===== src/rtl/fir_sample_tx.sv =====
// Serial transmitter for FIR output samples: a small sample FIFO feeding an
// 8N1 frame generator (start bit, 8 data bits LSB first, stop bit).
module fir_sample_tx #(
    parameter int CLKS_PER_BIT = 16,
    parameter int FIFO_DEPTH   = 4
) (
    input  logic       clk,
    input  logic       reset,
    input  logic [7:0] in_data,
    input  logic       in_valid,
    output logic       in_ready,
    output logic       tx,
    output logic       busy,
    output logic       frame_done
);

    localparam int AW = (FIFO_DEPTH > 1) ? $clog2(FIFO_DEPTH) : 1;
    localparam int CW = $clog2(FIFO_DEPTH + 1);
    localparam int BW = (CLKS_PER_BIT > 1) ? $clog2(CLKS_PER_BIT) : 1;
    localparam logic [CW-1:0] DEPTH_C    = CW'(FIFO_DEPTH);
    localparam logic [BW-1:0] BIT_LAST_C = BW'(CLKS_PER_BIT - 1);

    typedef enum logic [1:0] {
        IDLE  = 2'd0,
        START = 2'd1,
        DATA  = 2'd2,
        STOP  = 2'd3
    } state_t;

    logic [7:0]    mem_r [FIFO_DEPTH];
    logic [AW-1:0] wr_ptr_r;
    logic [AW-1:0] rd_ptr_r;
    logic [CW-1:0] count_r;
    logic [CW-1:0] count_nxt_s;
    logic          in_ready_r;

    state_t        state_r;
    logic [BW-1:0] bit_cnt_r;
    logic [2:0]    bit_idx_r;
    logic [7:0]    shift_r;
    logic          tx_r;
    logic          busy_r;
    logic          frame_done_r;

    logic          push_s;
    logic          pop_s;
    logic          not_empty_s;
    logic          bit_end_s;

    assign push_s      = in_valid & in_ready_r;
    assign not_empty_s = (count_r != {CW{1'b0}});
    assign bit_end_s   = (bit_cnt_r == BIT_LAST_C);

    assign in_ready    = in_ready_r;
    assign tx          = tx_r;
    assign busy        = busy_r;
    assign frame_done  = frame_done_r;

    // Pop request: leaving IDLE, or chaining straight from STOP into the next START
    always_comb begin
        pop_s = 1'b0;
        case (state_r)
            IDLE:    pop_s = not_empty_s;
            STOP:    pop_s = bit_end_s & not_empty_s;
            default: pop_s = 1'b0;
        endcase
    end

    // Next FIFO occupancy; a simultaneous push and pop leaves it unchanged
    always_comb begin
        count_nxt_s = count_r;
        if (push_s && !pop_s) begin
            count_nxt_s = count_r + CW'(1);
        end else if (pop_s && !push_s) begin
            count_nxt_s = count_r - CW'(1);
        end else begin
            count_nxt_s = count_r;
        end
    end

    // Sample storage; contents need no reset since count gates every read
    always_ff @(posedge clk) begin
        if (push_s) begin
            mem_r[wr_ptr_r] <= in_data;
        end
    end

    // FIFO pointers and occupancy; in_ready is registered from the next count
    always_ff @(posedge clk) begin
        if (reset) begin
            wr_ptr_r   <= {AW{1'b0}};
            rd_ptr_r   <= {AW{1'b0}};
            count_r    <= {CW{1'b0}};
            in_ready_r <= 1'b1;
        end else begin
            if (push_s) begin
                wr_ptr_r <= wr_ptr_r + AW'(1);
            end
            if (pop_s) begin
                rd_ptr_r <= rd_ptr_r + AW'(1);
            end
            count_r    <= count_nxt_s;
            in_ready_r <= (count_nxt_s != DEPTH_C);
        end
    end

    // Frame generator: the shift register holds the byte on the wire, so input
    // changes during a frame cannot disturb it
    always_ff @(posedge clk) begin
        if (reset) begin
            state_r      <= IDLE;
            bit_cnt_r    <= {BW{1'b0}};
            bit_idx_r    <= 3'd0;
            shift_r      <= 8'h00;
            tx_r         <= 1'b1;
            busy_r       <= 1'b0;
            frame_done_r <= 1'b0;
        end else begin
            frame_done_r <= 1'b0;
            case (state_r)
                IDLE: begin
                    bit_cnt_r <= {BW{1'b0}};
                    if (not_empty_s) begin
                        shift_r <= mem_r[rd_ptr_r];
                        tx_r    <= 1'b0;
                        busy_r  <= 1'b1;
                        state_r <= START;
                    end else begin
                        tx_r   <= 1'b1;
                        busy_r <= 1'b0;
                    end
                end
                START: begin
                    if (bit_end_s) begin
                        bit_cnt_r <= {BW{1'b0}};
                        bit_idx_r <= 3'd0;
                        tx_r      <= shift_r[0];
                        state_r   <= DATA;
                    end else begin
                        bit_cnt_r <= bit_cnt_r + BW'(1);
                    end
                end
                DATA: begin
                    if (bit_end_s) begin
                        bit_cnt_r <= {BW{1'b0}};
                        if (bit_idx_r == 3'd7) begin
                            tx_r    <= 1'b1;
                            state_r <= STOP;
                        end else begin
                            bit_idx_r <= bit_idx_r + 3'd1;
                            shift_r   <= {1'b0, shift_r[7:1]};
                            tx_r      <= shift_r[1];
                        end
                    end else begin
                        bit_cnt_r <= bit_cnt_r + BW'(1);
                    end
                end
                STOP: begin
                    if (bit_end_s) begin
                        bit_cnt_r    <= {BW{1'b0}};
                        frame_done_r <= 1'b1;
                        if (not_empty_s) begin
                            shift_r <= mem_r[rd_ptr_r];
                            tx_r    <= 1'b0;
                            state_r <= START;
                        end else begin
                            tx_r    <= 1'b1;
                            busy_r  <= 1'b0;
                            state_r <= IDLE;
                        end
                    end else begin
                        bit_cnt_r <= bit_cnt_r + BW'(1);
                    end
                end
                default: begin
                    state_r   <= IDLE;
                    bit_cnt_r <= {BW{1'b0}};
                    tx_r      <= 1'b1;
                    busy_r    <= 1'b0;
                end
            endcase
        end
    end

endmodule


===== config.mk =====
export PLATFORM = sky130hd
export DESIGN_NAME = fir_sample_tx
export DESIGN_NICKNAME = d
export VERILOG_FILES = /design/src/rtl/fir_sample_tx.sv
export SDC_FILE = /design/constraint.sdc
export NUM_CORES = 1
export LEC_CHECK = 0
export CAP_MARGIN = 25
export CORE_MARGIN = 5
export CORE_UTILIZATION = 51
export CTS_CLUSTER_DIAMETER = 120
export DETAILED_ROUTE_END_ITERATION = 16
export DONT_BUFFER_PORTS = 1
export PLACE_DENSITY = 0.66
export SLEW_MARGIN = 40
export SYNTH_ARGS = -nofsm -noshare
export SYNTH_HDL_FRONTEND = slang
export SYNTH_SLANG_ARGS = --single-unit

===== constraint.sdc =====
create_clock -name clk -period 2.63 [get_ports clk]
set_clock_uncertainty 0.2 [all_clocks]
set_input_delay 0.3945 -clock clk [delete_from_list [all_inputs] [get_ports clk]]
set_output_delay 0.3945 -clock clk [all_outputs]
set_load 0.01 [all_outputs]

==> results.sh <==
export IMPL_synth_cells=213
export IMPL_critical_path_arrival_ns=2.29
export IMPL_cap_violations=0
export IMPL_synth_compound_area_share_pct=12.1
export IMPL_setup_viol=0
export IMPL_setup_tns_ns=0
export IMPL_synth_top_family_by_area="compound AO/OA/AOI/OAI gates"
export IMPL_cp_end_kind="flop"
export IMPL_yosysTopAreaCellShare_pct=34.1
export IMPL_grt_pass1_vias=1863
export IMPL_gp_congestion=0.738
export IMPL_synthAdderAreaFrac_pct=6.66
export IMPL_cp_required_ns=2.63
export IMPL_antenna_cells=0
export IMPL_reg2regPathDepth=6
export IMPL_hold_buffers=9
export IMPL_synthTopCellsByArea="edfxtp_1 34%, dfxtp_1 21%, ha_1 6.7%"
export IMPL_cts_root_buffer="clkbuf_8"
export IMPL_vias=1711
export IMPL_finalCritPeriodShare_pct=87.4
export IMPL_grt_antenna_before_repair=0
export IMPL_postRouteAntennaNets=0
export IMPL_worstHoldPathCells=3
export IMPL_yosys_top_cells_count="32 x edfxtp_1, 30 x dfxtp_1, 15 x ha_1, 14 x nor2_1"
export IMPL_syn_cell_area_mm2=0.00282
export IMPL_status="finished clean"
export IMPL_worstPathMaxFanout=11
export IMPL_clk_path_buf_depth=2
export IMPL_dp_hpwl_um=3450
export IMPL_io_buffers=0
export IMPL_synthXorXnorAreaFrac_pct=1.55
export IMPL_synth_main_ff_cell="edfxtp_1"
export IMPL_ctsResizeCount=0
export IMPL_fin_crit_ns=2.30
export IMPL_cts_made_buffers=9
export IMPL_start_util_pct=51.8
export IMPL_hold_path_startpoint="in_valid"
export IMPL_first_pass_iters=4
export IMPL_hold_end="wr_ptr_r[1]"
export IMPL_ir_drop_mv=0.614
export IMPL_drive_above_1_share_pct=18.3
export IMPL_wl_per_cell_um=17.0
export IMPL_die_h_um=84.3
export IMPL_path_clk_slew_ns=0.08
export IMPL_yosysTopAreaCell="edfxtp_1"
export IMPL_io_pins=15
export IMPL_slew_limit_headroom_pct=60.2
export IMPL_rrSetupSlack_ns=0.33
export IMPL_ys_ff_latch=62
export IMPL_p_leak_uw=0.00110
export IMPL_drc_errors=0
export IMPL_final_util_pct=57.6
export IMPL_htreeDepth=3
export IMPL_ys_seq_area_share_pct=55.4
export IMPL_post_cts_setup_buffers=0
export IMPL_crit_type="flop to flop"
export IMPL_area_growth_pct=11.2
export IMPL_fmax_mhz=435
export IMPL_yosys_warnings=0
export IMPL_num_rows=27
export IMPL_r2r_start="state_r[0]"
export IMPL_async_flop_share_pct=0
export IMPL_synth_most_common_cell="edfxtp_1"
export IMPL_viasPerCell=5.68
export IMPL_grtUsageTotal_pct=15.8
export IMPL_synthesis_nets=239
export IMPL_synth_edf_count=32
export IMPL_cts_tree="yes"
export IMPL_clkSinkCount=62
export IMPL_wl_um=5130
export IMPL_finalHoldViolCount=0
export IMPL_die_x_um=84.3
export IMPL_dp_slack_ns=0.483
export IMPL_clkLatencyLatePin_ns=0.34
export IMPL_critPathLaunchType="flop"
export IMPL_rsz0062_at_grt="false"
export IMPL_slew_viol_final=0
export IMPL_grt_pass1_wl_um=8620
export IMPL_hold_class="primary input to flop"
export IMPL_powerDensity_mw_per_mm2=1120
export IMPL_synth_cell_type_count=48
export IMPL_grt_overflow=0
export IMPL_initialDrtViolationCount=72
export IMPL_setup_slack_ns=0.332
export IMPL_worstReg2RegEnd="in_ready"
export IMPL_worst_pin_slew_ns=0.597
export IMPL_syn_avg_cell_area_um2=13.2
export IMPL_synthMuxAreaShare_pct=9.60
export IMPL_final_nets=250
export IMPL_synthSimpleGateAreaFrac_pct=11.1
export IMPL_core_area_mm2=0.00544
export IMPL_grt_max_degree=28
export IMPL_dieArea_mm2=0.00711
## worst max-delay path by stage
stage | start | end | slack [ns] | cells past startpoint
final | state_r[0] | in_ready | 0.33 | 6
after global routing | state_r[0] | in_ready | 0.24 | 6
after CTS | state_r[0] | shift_r[7] | 0.39 | 6
after detailed placement | state_r[0] | shift_r[7] | 0.48 | 6
after global placement | state_r[0] | shift_r[7] | 0.60 | 6
after floorplan | state_r[0] | shift_r[1] | 0.76 | 8
## logic make-up (layout without fill, tap and decap cells)
| family | after synthesis | after routing |
|---|---|---|
| compound gates | 40 | 40 |
| xor+xnor | 5 | 5 |
| fa+ha+maj | 15 | 15 |
| buf+inv | 19 | 35 |
| flops | 62 | 62 |
| mux | 17 | 17 |
| simple gates | 55 | 55 |
## metal layers
metal | up-vias | global-route usage, % | share of wire [%]
met3 | 8 | 5.00 | 3.5
met5 | - | 0 | 0
met2 | 26 | 28.8 | 52
li1 | 830 | - | -
met4 | 0 | 6.58 | 1.6
met1 | 847 | 16.9 | 43
## per-stage QoR
step	instances	total power (uW)	hold WS [ns]	cell area, um2
floorplan	213	2470	0.227	2820
CTS	301	3520	0.0695	3140
finish	301	3490	0.0883	3130
global placement	276	2580	0.238	2850
detailed placement	276	2650	0.252	2850
global route	301	3720	0.106	3130
## layout make-up
cell class | instances | area (um2)
Fill cell | 445 | 2310
Sequential cell | 62 | 1560
Multi-Input combinational cell | 132 | 1150
Clock buffer | 9 | 124
Timing Repair Buffer | 10 | 92.6
Tap cell | 72 | 90.1
Clock inverter | 7 | 75.1
Inverter | 9 | 33.8
## where the power goes
group / switching, uW / internal, uW
clock network: 388 / 438
logic: 756 / 541
registers: 157 / 1210
## worst max-delay path, cell delays in order (launching register included)
cell and delay [ns]:
dfxtp_1 0.38, inv_1 0.13, ha_1 0.48, inv_1 0.21
a31oi_1 0.17, nor4_1 0.40, o22ai_1 0.18
## layout by cell type, fill, tap and decap left out, types with 2 or more instances in the layout
| master | synthesis | final |
|---|---|---|
| dfxtp_1 | 30 | 30 |
| mux4_2 | 8 | 8 |
| nand2_1 | 6 | 6 |
| dlygate4sd3_1 | 0 | 8 |
| mux2i_1 | 9 | 9 |
| nand2b_1 | 2 | 2 |
| nor3_1 | 5 | 5 |
| clkbuf_8 | 0 | 9 |
| inv_1 | 9 | 9 |
| xnor2_1 | 3 | 3 |
| nand4_1 | 4 | 4 |
| o21ai_0 | 7 | 7 |
| nand3_1 | 2 | 2 |
| nor4_1 | 3 | 3 |
| nor2_2 | 3 | 3 |
| and2_1 | 3 | 3 |
| clkinvlp_4 | 0 | 2 |
| xor2_1 | 2 | 2 |
| nor2_1 | 14 | 14 |
| ha_1 | 15 | 15 |
| and3_1 | 5 | 5 |
| nor2b_1 | 2 | 2 |
| a211oi_2 | 7 | 7 |
| edfxtp_1 | 32 | 32 |
| clkinv_4 | 0 | 3 |
| a211oi_1 | 4 | 4 |
| a21oi_1 | 8 | 8 |
## state kept, by name, summed over array words and instances (netlist names), named ones only
register / flops
busy: 1
shift_r: 8
bit_cnt_r: 4
wr_ptr_r: 2
count_r: 3
state_r: 2
frame_done: 1
mem_r: 32
tx: 1
bit_idx_r: 3
rd_ptr_r: 2
in_ready: 1
Power figures use the tool's default switching activity.
